==> config.mk <==
export PLATFORM = sky130hd
export DESIGN_NAME = seq_divider_flat
export DESIGN_NICKNAME = d
export VERILOG_FILES = /design/src/rtl/seq_divider_if.sv /design/src/rtl/seq_divider.sv /design/src/flat_wrapper.sv
export SDC_FILE = /design/constraint.sdc
export NUM_CORES = 1
export LEC_CHECK = 0
export BUFFER_PORTS_ARGS = -buffer_cell sky130_fd_sc_hd__buf_2
export CORE_MARGIN = 2
export CORE_UTILIZATION = 60
export CTS_BUF_LIST = sky130_fd_sc_hd__clkbuf_8
export DETAILED_ROUTE_END_ITERATION = 10
export PLACE_DENSITY = 0.87
export SLEW_MARGIN = 10
export SYNTH_ARGS = -nofsm -noshare
export SYNTH_HDL_FRONTEND = slang
export SYNTH_SLANG_ARGS = --single-unit
==> constraint.sdc <==
create_clock -name clk -period 6.5 [get_ports clk]
set_input_delay 0.975 -clock clk [delete_from_list [all_inputs] [get_ports clk]]
set_output_delay 0.975 -clock clk [all_outputs]
set_load 0.03 [all_outputs]
==> src/rtl/seq_divider_if.sv <==
// Request/response bundle for the sequential divider.
// master: the issue side that sends operands and takes results.
// slave:  the divider itself.
interface seq_divider_if #(
    parameter int WIDTH = 32
);
    logic             in_valid;
    logic             in_ready;
    logic [1:0]       op;
    logic [WIDTH-1:0] dividend;
    logic [WIDTH-1:0] divisor;
    logic             flush;
    logic             out_valid;
    logic             out_ready;
    logic [WIDTH-1:0] result;
    logic             div_by_zero;

    modport master (
        output in_valid, op, dividend, divisor, flush, out_ready,
        input  in_ready, out_valid, result, div_by_zero
    );

    modport slave (
        input  in_valid, op, dividend, divisor, flush, out_ready,
        output in_ready, out_valid, result, div_by_zero
    );
endinterface

==> src/rtl/seq_divider.sv <==
// Multi-cycle restoring divider, one quotient bit per clock.
// op: 00 DIV, 01 DIVU, 10 REM, 11 REMU. Signed ops divide magnitudes and
// restore the signs in FIX. Divide-by-zero and signed overflow skip the
// iteration and go straight to FIX, so their result appears one cycle
// after accept instead of WIDTH+1.
module seq_divider #(
    parameter int WIDTH = 32
) (
    input  logic         clk,
    input  logic         rst_n,
    seq_divider_if.slave bus
);
    localparam int CNT_W = $clog2(WIDTH + 1);

    typedef enum logic [1:0] {IDLE, CALC, FIX, DONE} state_t;

    state_t           state_q, state_d;
    logic [CNT_W-1:0] cnt_q, cnt_d;
    logic [1:0]       op_q, op_d;
    logic             qneg_q, qneg_d;
    logic             rneg_q, rneg_d;
    logic [WIDTH-1:0] dvsr_q, dvsr_d;
    logic [WIDTH-1:0] rem_q, rem_d;
    logic [WIDTH-1:0] quo_q, quo_d;
    logic [WIDTH-1:0] result_q, result_d;
    logic             dbz_q, dbz_d;

    logic             accept;
    logic             a_neg, b_neg;
    logic [WIDTH-1:0] a_abs, b_abs;
    logic             div_zero, sgn_ovf;
    logic [WIDTH:0]   shifted;
    logic [WIDTH:0]   diff;
    logic             take;
    logic [WIDTH-1:0] q_fix, r_fix;

    // Operand decode, the restoring step datapath and sign restoration.
    assign accept   = bus.in_valid && bus.in_ready;
    assign a_neg    = !bus.op[0] && bus.dividend[WIDTH-1];
    assign b_neg    = !bus.op[0] && bus.divisor[WIDTH-1];
    assign a_abs    = a_neg ? -bus.dividend : bus.dividend;
    assign b_abs    = b_neg ? -bus.divisor  : bus.divisor;
    assign div_zero = (bus.divisor == '0);
    assign sgn_ovf  = !bus.op[0] && (bus.dividend == {1'b1, {(WIDTH-1){1'b0}}})
                      && (bus.divisor == '1);
    // One extra bit so divisors >= 2^(WIDTH-1) compare correctly.
    assign shifted  = {rem_q, quo_q[WIDTH-1]};
    assign diff     = shifted - {1'b0, dvsr_q};
    assign take     = (shifted >= {1'b0, dvsr_q});
    assign q_fix    = qneg_q ? -quo_q : quo_q;
    assign r_fix    = rneg_q ? -rem_q : rem_q;

    assign bus.in_ready    = (state_q == IDLE) && !bus.flush;
    assign bus.out_valid   = (state_q == DONE);
    assign bus.result      = result_q;
    assign bus.div_by_zero = dbz_q;

    // Next-state and datapath: accept, iterate, fix signs, hold until taken.
    always_comb begin
        // NOTE: every _d gets its hold value first so no path leaves it unassigned (no latches).
        state_d  = state_q;
        cnt_d    = cnt_q;
        op_d     = op_q;
        qneg_d   = qneg_q;
        rneg_d   = rneg_q;
        dvsr_d   = dvsr_q;
        rem_d    = rem_q;
        quo_d    = quo_q;
        result_d = result_q;
        dbz_d    = dbz_q;

        case (state_q)
            IDLE: begin
                if (accept) begin
                    op_d   = bus.op;
                    cnt_d  = CNT_W'(WIDTH);
                    dbz_d  = div_zero;
                    dvsr_d = b_abs;
                    if (div_zero) begin
                        quo_d   = '1;
                        rem_d   = bus.dividend;
                        qneg_d  = 1'b0;
                        rneg_d  = 1'b0;
                        state_d = FIX;
                    end else if (sgn_ovf) begin
                        quo_d   = bus.dividend;
                        rem_d   = '0;
                        qneg_d  = 1'b0;
                        rneg_d  = 1'b0;
                        state_d = FIX;
                    end else begin
                        quo_d   = a_abs;
                        rem_d   = '0;
                        qneg_d  = a_neg ^ b_neg;
                        rneg_d  = a_neg;
                        state_d = CALC;
                    end
                end
            end
            CALC: begin
                rem_d = take ? diff[WIDTH-1:0] : shifted[WIDTH-1:0];
                quo_d = {quo_q[WIDTH-2:0], take};
                cnt_d = cnt_q - CNT_W'(1);
                if (cnt_q == CNT_W'(1)) begin
                    state_d = FIX;
                end
            end
            FIX: begin
                result_d = op_q[1] ? r_fix : q_fix;
                state_d  = DONE;
            end
            DONE: begin
                if (bus.out_ready) begin
                    state_d = IDLE;
                end
            end
            default: state_d = IDLE;
        endcase

        // Flush overrides everything; result keeps its last value.
        if (bus.flush) begin
            state_d = IDLE;
        end
    end

    // State and datapath registers with asynchronous clear.
    always_ff @(posedge clk or negedge rst_n) begin
        if (!rst_n) begin
            state_q  <= IDLE;
            cnt_q    <= '0;
            op_q     <= '0;
            qneg_q   <= 1'b0;
            rneg_q   <= 1'b0;
            dvsr_q   <= '0;
            rem_q    <= '0;
            quo_q    <= '0;
            result_q <= '0;
            dbz_q    <= 1'b0;
        end else begin
            // NOTE: non-blocking assignments so every flop samples pre-edge values.
            state_q  <= state_d;
            cnt_q    <= cnt_d;
            op_q     <= op_d;
            qneg_q   <= qneg_d;
            rneg_q   <= rneg_d;
            dvsr_q   <= dvsr_d;
            rem_q    <= rem_d;
            quo_q    <= quo_d;
            result_q <= result_d;
            dbz_q    <= dbz_d;
        end
    end
endmodule

==> src/flat_wrapper.sv <==
// flat-port wrapper written by rule: the top's interface ports become plain ports
module seq_divider_flat 
#(
    parameter int WIDTH = 32
)
  (clk, rst_n, bus_in_valid, bus_op, bus_dividend, bus_divisor, bus_flush, bus_out_ready, bus_in_ready, bus_out_valid, bus_result, bus_div_by_zero);
  seq_divider_if #(.WIDTH(WIDTH)) bus_i ();
  input  logic clk;
  input  logic rst_n;
  input wire logic [$bits(bus_i.in_valid)-1:0] bus_in_valid;
  input wire logic [$bits(bus_i.op)-1:0] bus_op;
  input wire logic [$bits(bus_i.dividend)-1:0] bus_dividend;
  input wire logic [$bits(bus_i.divisor)-1:0] bus_divisor;
  input wire logic [$bits(bus_i.flush)-1:0] bus_flush;
  input wire logic [$bits(bus_i.out_ready)-1:0] bus_out_ready;
  output wire logic [$bits(bus_i.in_ready)-1:0] bus_in_ready;
  output wire logic [$bits(bus_i.out_valid)-1:0] bus_out_valid;
  output wire logic [$bits(bus_i.result)-1:0] bus_result;
  output wire logic [$bits(bus_i.div_by_zero)-1:0] bus_div_by_zero;
  assign bus_i.in_valid = bus_in_valid;
  assign bus_i.op = bus_op;
  assign bus_i.dividend = bus_dividend;
  assign bus_i.divisor = bus_divisor;
  assign bus_i.flush = bus_flush;
  assign bus_i.out_ready = bus_out_ready;
  assign bus_in_ready = bus_i.in_ready;
  assign bus_out_valid = bus_i.out_valid;
  assign bus_result = bus_i.result;
  assign bus_div_by_zero = bus_i.div_by_zero;
  seq_divider #(.WIDTH(WIDTH)) u_core (.clk(clk), .rst_n(rst_n), .bus(bus_i));
endmodule
### Yosys cells after proc, flatten, opt, wreduce, memory -nomap -nowiden

Index checks and enable logic that the tools add are counted.

| operators by class | value |
|---|---|
| $add $sub $neg | 6 |
| $lt $le $gt $ge | 1 |
| eq/ne operators | 10 |
| muxes and demuxes | 26 |
| bitwise logic cells | 1 |
| reduce and logical (&&, ||, !) cells | 14 |

Operator list:

| operator | number |
|---|---|
| $mux 32 | 11 |
| $neg 32->32 | 4 |
| $pmux 32 s2 | 2 |
| $eq 32x32->1 const B | 2 |
| $ge 33x32->1 | 1 |
| $logic_not 32->1 | 1 |
| $sub 32x32->32 | 1 |
| $mux 2 | 6 |
| $pmux 6 s2 | 1 |
| $pmux 2 s4 | 1 |
| $eq 6x1->1 const B | 1 |
| $logic_and 1x1->1 | 6 |
| $mux 6 | 1 |
| $ne 3x2->1 const B | 2 |
| $sub 6x1->6 const B | 1 |
| $eq 2x2->1 const B | 2 |
| $mux 1 | 4 |
| $reduce_and 2->1 | 2 |
| $ne 3x3->1 const B | 1 |
| $reduce_and 3->1 | 1 |
| $eq 2x1->1 const B | 1 |
| $logic_not 1->1 | 2 |
| $logic_not 2->1 | 1 |
| $ne 2x1->1 const B | 1 |
| 2 further kinds | 2 |

| word-level totals | value |
|---|---|
| flip-flop bits (word level) | 141 |
| input bits | 71 |
| output and inout bits | 35 |
| word-level logic and storage cells | 68 |

### Depth between registers and ports, before layout

| depth | value |
|---|---|
| depth after elaboration | 8 |
| depth in mapped cells | 14 |

### Least setup slack after synthesis

Ideal clock, no wire load.

| timing path | value |
|---|---|
| path type | input to register |
| from | input bus_divisor[23] |
| to | register u_core.rem_q[26] |
| library setup time | 0.094 ns |
| data arrival time | 3.081 ns |
| path slack | 3.326 ns |
| cell stages on the path | 8 |
| path buffers | 0 |
| cell sequence | nor3_1 -> nand2b_1 -> or3_1 -> or3_1 -> or4_1 -> nor2_4 -> a221oi_1 -> a211oi_1 |

| on the way | value |
|---|---|
| cells in the longest elaborated chain, start to end | 4 |

Ends and longest elaborated chain:

| what | RTL line | text |
|---|---|---|
| from (decl) | flat_wrapper.sv:13 | `input wire logic [$bits(bus_i.divisor)-1:0] bus_divisor;` |
| $logic_not 32->1 | seq_divider.sv:43 | `assign div_zero = (bus.divisor == '0);` |
| $mux 32 | seq_divider.sv:79 | `if (div_zero) begin` |
| $mux 32 | seq_divider.sv:74 | `if (accept) begin` |
| $pmux 32 s2 | seq_divider.sv:72 | `case (state_q)` |
| to (signal assigned) | seq_divider.sv:147 | `rem_q <= rem_d;` |
| to (decl) | seq_divider.sv:23 | `logic [WIDTH-1:0] rem_q, rem_d;` |

Every way passes these cells. The select of a mux whose other input is x is not followed.
A chain may end at the register's enable or synchronous reset.

### Worst setup path after layout

| timing path | value |
|---|---|
| from | input bus_divisor[4] |
| to | register u_core.rem_q[6] |

Same word-level chain as after synthesis.

==> results_dict.tcl <==
set metrics [dict create \
    rrSetupSlack_ns 2.78 \
    cts_tree "done" \
    vias 10430 \
    cts.sink_count 140 \
    synth_area_per_cell_um2 7.946 \
    fmax_mhz 264.5 \
    netlist_area_mm2 0.01098 \
    cts-root-buf "clkbuf_8" \
    tns_ns 0 \
    grt_start_max_net_pins 87 \
    cp_slowest_cell "nor4_4" \
    grt_pass1_vias 9748 \
    status "complete, no violations" \
    layout_commonest_cell "nand2_1" \
    synth_cells 1382 \
    num_io_pins 106 \
    die_area_mm2 0.01940 \
    antenna_found_initial 0 \
    routed_wl_um 29750 \
    worstSkewPairLatency_ns 0.47 \
    die_x_um 139.3 \
    period_share 0.5816 \
    min_from "u_core.dvsr_q[16]$_DFFE_PN0P_" \
    synth_cell_types 68 \
    rr_endpoint "u_core.rem_q[23]$_DFFE_PN0P_" \
    seq_area_frac_synth 0.3190 \
    ir_drop_mv 0.3065 \
    h-tree-depth 4 \
    path_clk_slew_ns 0.08 \
    drive_above_1_share 0.1197 \
    synth-seq-cells 140 \
    crit_fanout 16 \
    clockBufferDepth 2 \
    initial_core_util 0.6113 \
    fp.dieH_um 139.3 \
    hold_class "register to register" \
    wl_per_cell_um 17.77 \
    hold_end "u_core.dvsr_q[16]$_DFFE_PN0P_" \
    core-area_mm2 0.01796 \
    leakagePower_nw 5.047 \
    holdWs_ns 0.4811 \
    track_usage 0.3062 \
    endpoint_kind "register" \
    path_class "primary input to register" \
    dr.pass1.iters 6 \
    cts_buffers 17 \
    synthArstFlopShare 1.000 \
    vias_per_cell 6.233 \
    post-cts-setup-buffers 0 \
    hpwlAfterDp_um 22180 \
    cpPeakStageDelay_ns 0.75 \
    ctsResizeCount 0 \
    crit_chain "buf_2 > nor4_2 > nand3_1 > or4_1 > nor4_4 > and2_1 > a22oi_1 > a21oi_1" \
    finalCriticalPeriod_ns 3.780 \
    std_cell_rows 49 \
    layout_common_cells "152 x nand2_1, 147 x o21ai_0, 139 x dfrtp_1" \
    cellPowerDensity_mw_per_mm2 560.5 \
    synth-edff-count 0 \
    critPathArrivalTime_ns 4.17 \
    nets 1548 \
    relSlewSlack 0.3502 \
    fin_skew_ns 0.01683 \
    yosysTopAreaCell "dfrtp_1" \
    report.final.setup_viol 0 \
    detail-route-antenna-nets 0 \
    reg2regPathDepth 10 \
    num_antenna_cells 0 \
    reg2reg_from "u_core.rem_q[15]$_DFFE_PN0P_" \
    synthFlopType "dfrtp_1" \
    finalHoldViolCount 0 \
    drc_errors 0 \
    worstHoldPathCells 2 \
    yosysTopAreaCellShare 0.3190 \
    area_growth_pct 9.377 \
    setup.worst_path.start_class "primary input" \
    tightest_slew_ns 0.9675 \
    ys_warn_count 0 \
    drt_iter0_drc 1109 \
    slew_viol_final 0 \
    syn-num-nets 1497 \
    finalWeightedCongestion 0.9779 \
    port_buffers 105 \
    synth_area_leaders "dfrtp_1 32%, o21ai_0 6.7%, xor2_1 6.2%, a21oi_1 6.0%, xnor2_1 5.9%" \
    postCtsHoldBufs 0 \
    rsz0062_at_grt "no" \
    maxCapViolations 0 \
    grt_pass1_wl_um 48790 \
    critPathRequiredTime_ns 6.89 \
    grt-ovfl-total 0 \
]
## synth_stat cells (3+ instances only)
| cell type | instances |
|---|---|
| or4_4 | 3 |
| and3_1 | 5 |
| xor2_1 | 78 |
| buf_2 | 5 |
| nand3_1 | 25 |
| nor2_1 | 80 |
| clkbuf_1 | 73 |
| nand2_1 | 153 |
| o31ai_1 | 33 |
| o21a_1 | 4 |
| o41ai_1 | 14 |
| o21ai_0 | 148 |
| mux2i_1 | 5 |
| nand2b_1 | 27 |
| or4_1 | 21 |
| nor4_1 | 16 |
| a21o_1 | 19 |
| a31oi_1 | 12 |
| nand4_1 | 18 |
| o21bai_1 | 4 |
| nor2b_1 | 9 |
| a21oi_1 | 132 |
| o31a_1 | 3 |
| ha_1 | 43 |
| mux2_2 | 6 |
| inv_1 | 68 |
| a22oi_1 | 4 |
| a221oi_1 | 5 |
| nor3_1 | 29 |
| a211oi_1 | 13 |
| a21boi_0 | 3 |
| o211ai_1 | 19 |
| o221ai_1 | 11 |
| xnor2_1 | 74 |
| or3_1 | 34 |
| buf_1 | 3 |
| o22ai_1 | 4 |
| dfrtp_1 | 140 |
| a211o_1 | 3 |
## registers in the layout (all words and copies together) (netlist names)
| signal | cells |
|---|---|
| u_core.state_q | 2 |
| u_core.rneg_q | 1 |
| u_core.cnt_q | 6 |
| u_core.dvsr_q | 32 |
| u_core.op_q | 1 |
| u_core.rem_q | 32 |
| u_core.bus.result | 32 |
| u_core.qneg_q | 1 |
| u_core.bus.div_by_zero | 1 |
| u_core.quo_q | 32 |
## power by group
group	leakage (nW)	internal, mW	switching [mW]
combinational	3.11	1.61	2.47
sequential	1.71	1.28	0.580
clock	0.225	0.442	0.355
total	5.05	3.33	3.41
## routing by layer
layer  part of all wire  vias to the layer above  track usage
li1                   -                     5057            -
met1               0.43                     4796       0.4231
met2               0.45                      509       0.4791
met3              0.091                       72      0.05781
met4              0.030                        0       0.1191
met5                  0                        -            0
## layout make-up
class | count | area (µm²)
timing repair buffer | 114 | 599.3
tap | 229 | 286.5
inverter | 68 | 255.2
sequential | 140 | 3505
fill | 1511 | 5952
clock buffer | 23 | 316.6
multi-input combinational | 1092 | 6920
clock inverter | 8 | 128.9
## worst max-delay path: cells and delay by family
family,cells,cell delay [ns]
AO/OA/AOI/OAI,2,0.35
AND/OR/NAND/NOR,5,2.71
buffers and inverters,1,0.13
## cells by family (layout without fill, tap and decap cells)
family,Yosys count,in the layout,synth area share
and+or+nand+nor,438,438,0.1989
adders and majority gates,44,44,0.05082
AOI/OAI and AO/OA,447,447,0.2471
DFF,140,140,0.3190
xor gates and xnor gates,152,152,0.1212
buffers and inverters,150,213,0.05218
muxes,11,11,0.01071
## stage by stage
step / utilization / setup slack [ns] / total power [mW] / cell area (µm²) / std cells
after CTS: 0.6686 / 2.814 / 6.654 / 12010 / 1674
after global routing: 0.6687 / 2.578 / 7.300 / 12010 / 1674
after detailed placement: 0.6438 / 2.357 / 5.838 / 11560 / 1643
after floorplan: - / 3.326 / 4.870 / 10980 / 1382
final: 0.6687 / 2.720 / 6.732 / 12010 / 1674
after global placement: 0.6438 / 2.471 / 5.716 / 11560 / 1643
## how the worst max path moves through the flow
stage                                        end  slack [ns]  depth (start not counted)             from
floorplan           u_core.rem_q[26]$_DFFE_PN0P_        3.33                          8  bus_divisor[23]
global placement     u_core.rem_q[6]$_DFFE_PN0P_        2.47                          8   bus_divisor[4]
detailed placement   u_core.rem_q[6]$_DFFE_PN0P_        2.36                          8   bus_divisor[4]
CTS                  u_core.rem_q[6]$_DFFE_PN0P_        2.81                          8   bus_divisor[4]
global route        u_core.rem_q[11]$_DFFE_PN0P_        2.58                          8   bus_divisor[4]
finish               u_core.rem_q[6]$_DFFE_PN0P_        2.72                          8   bus_divisor[4]
Note: power is estimated with default switching activity, not from simulation.
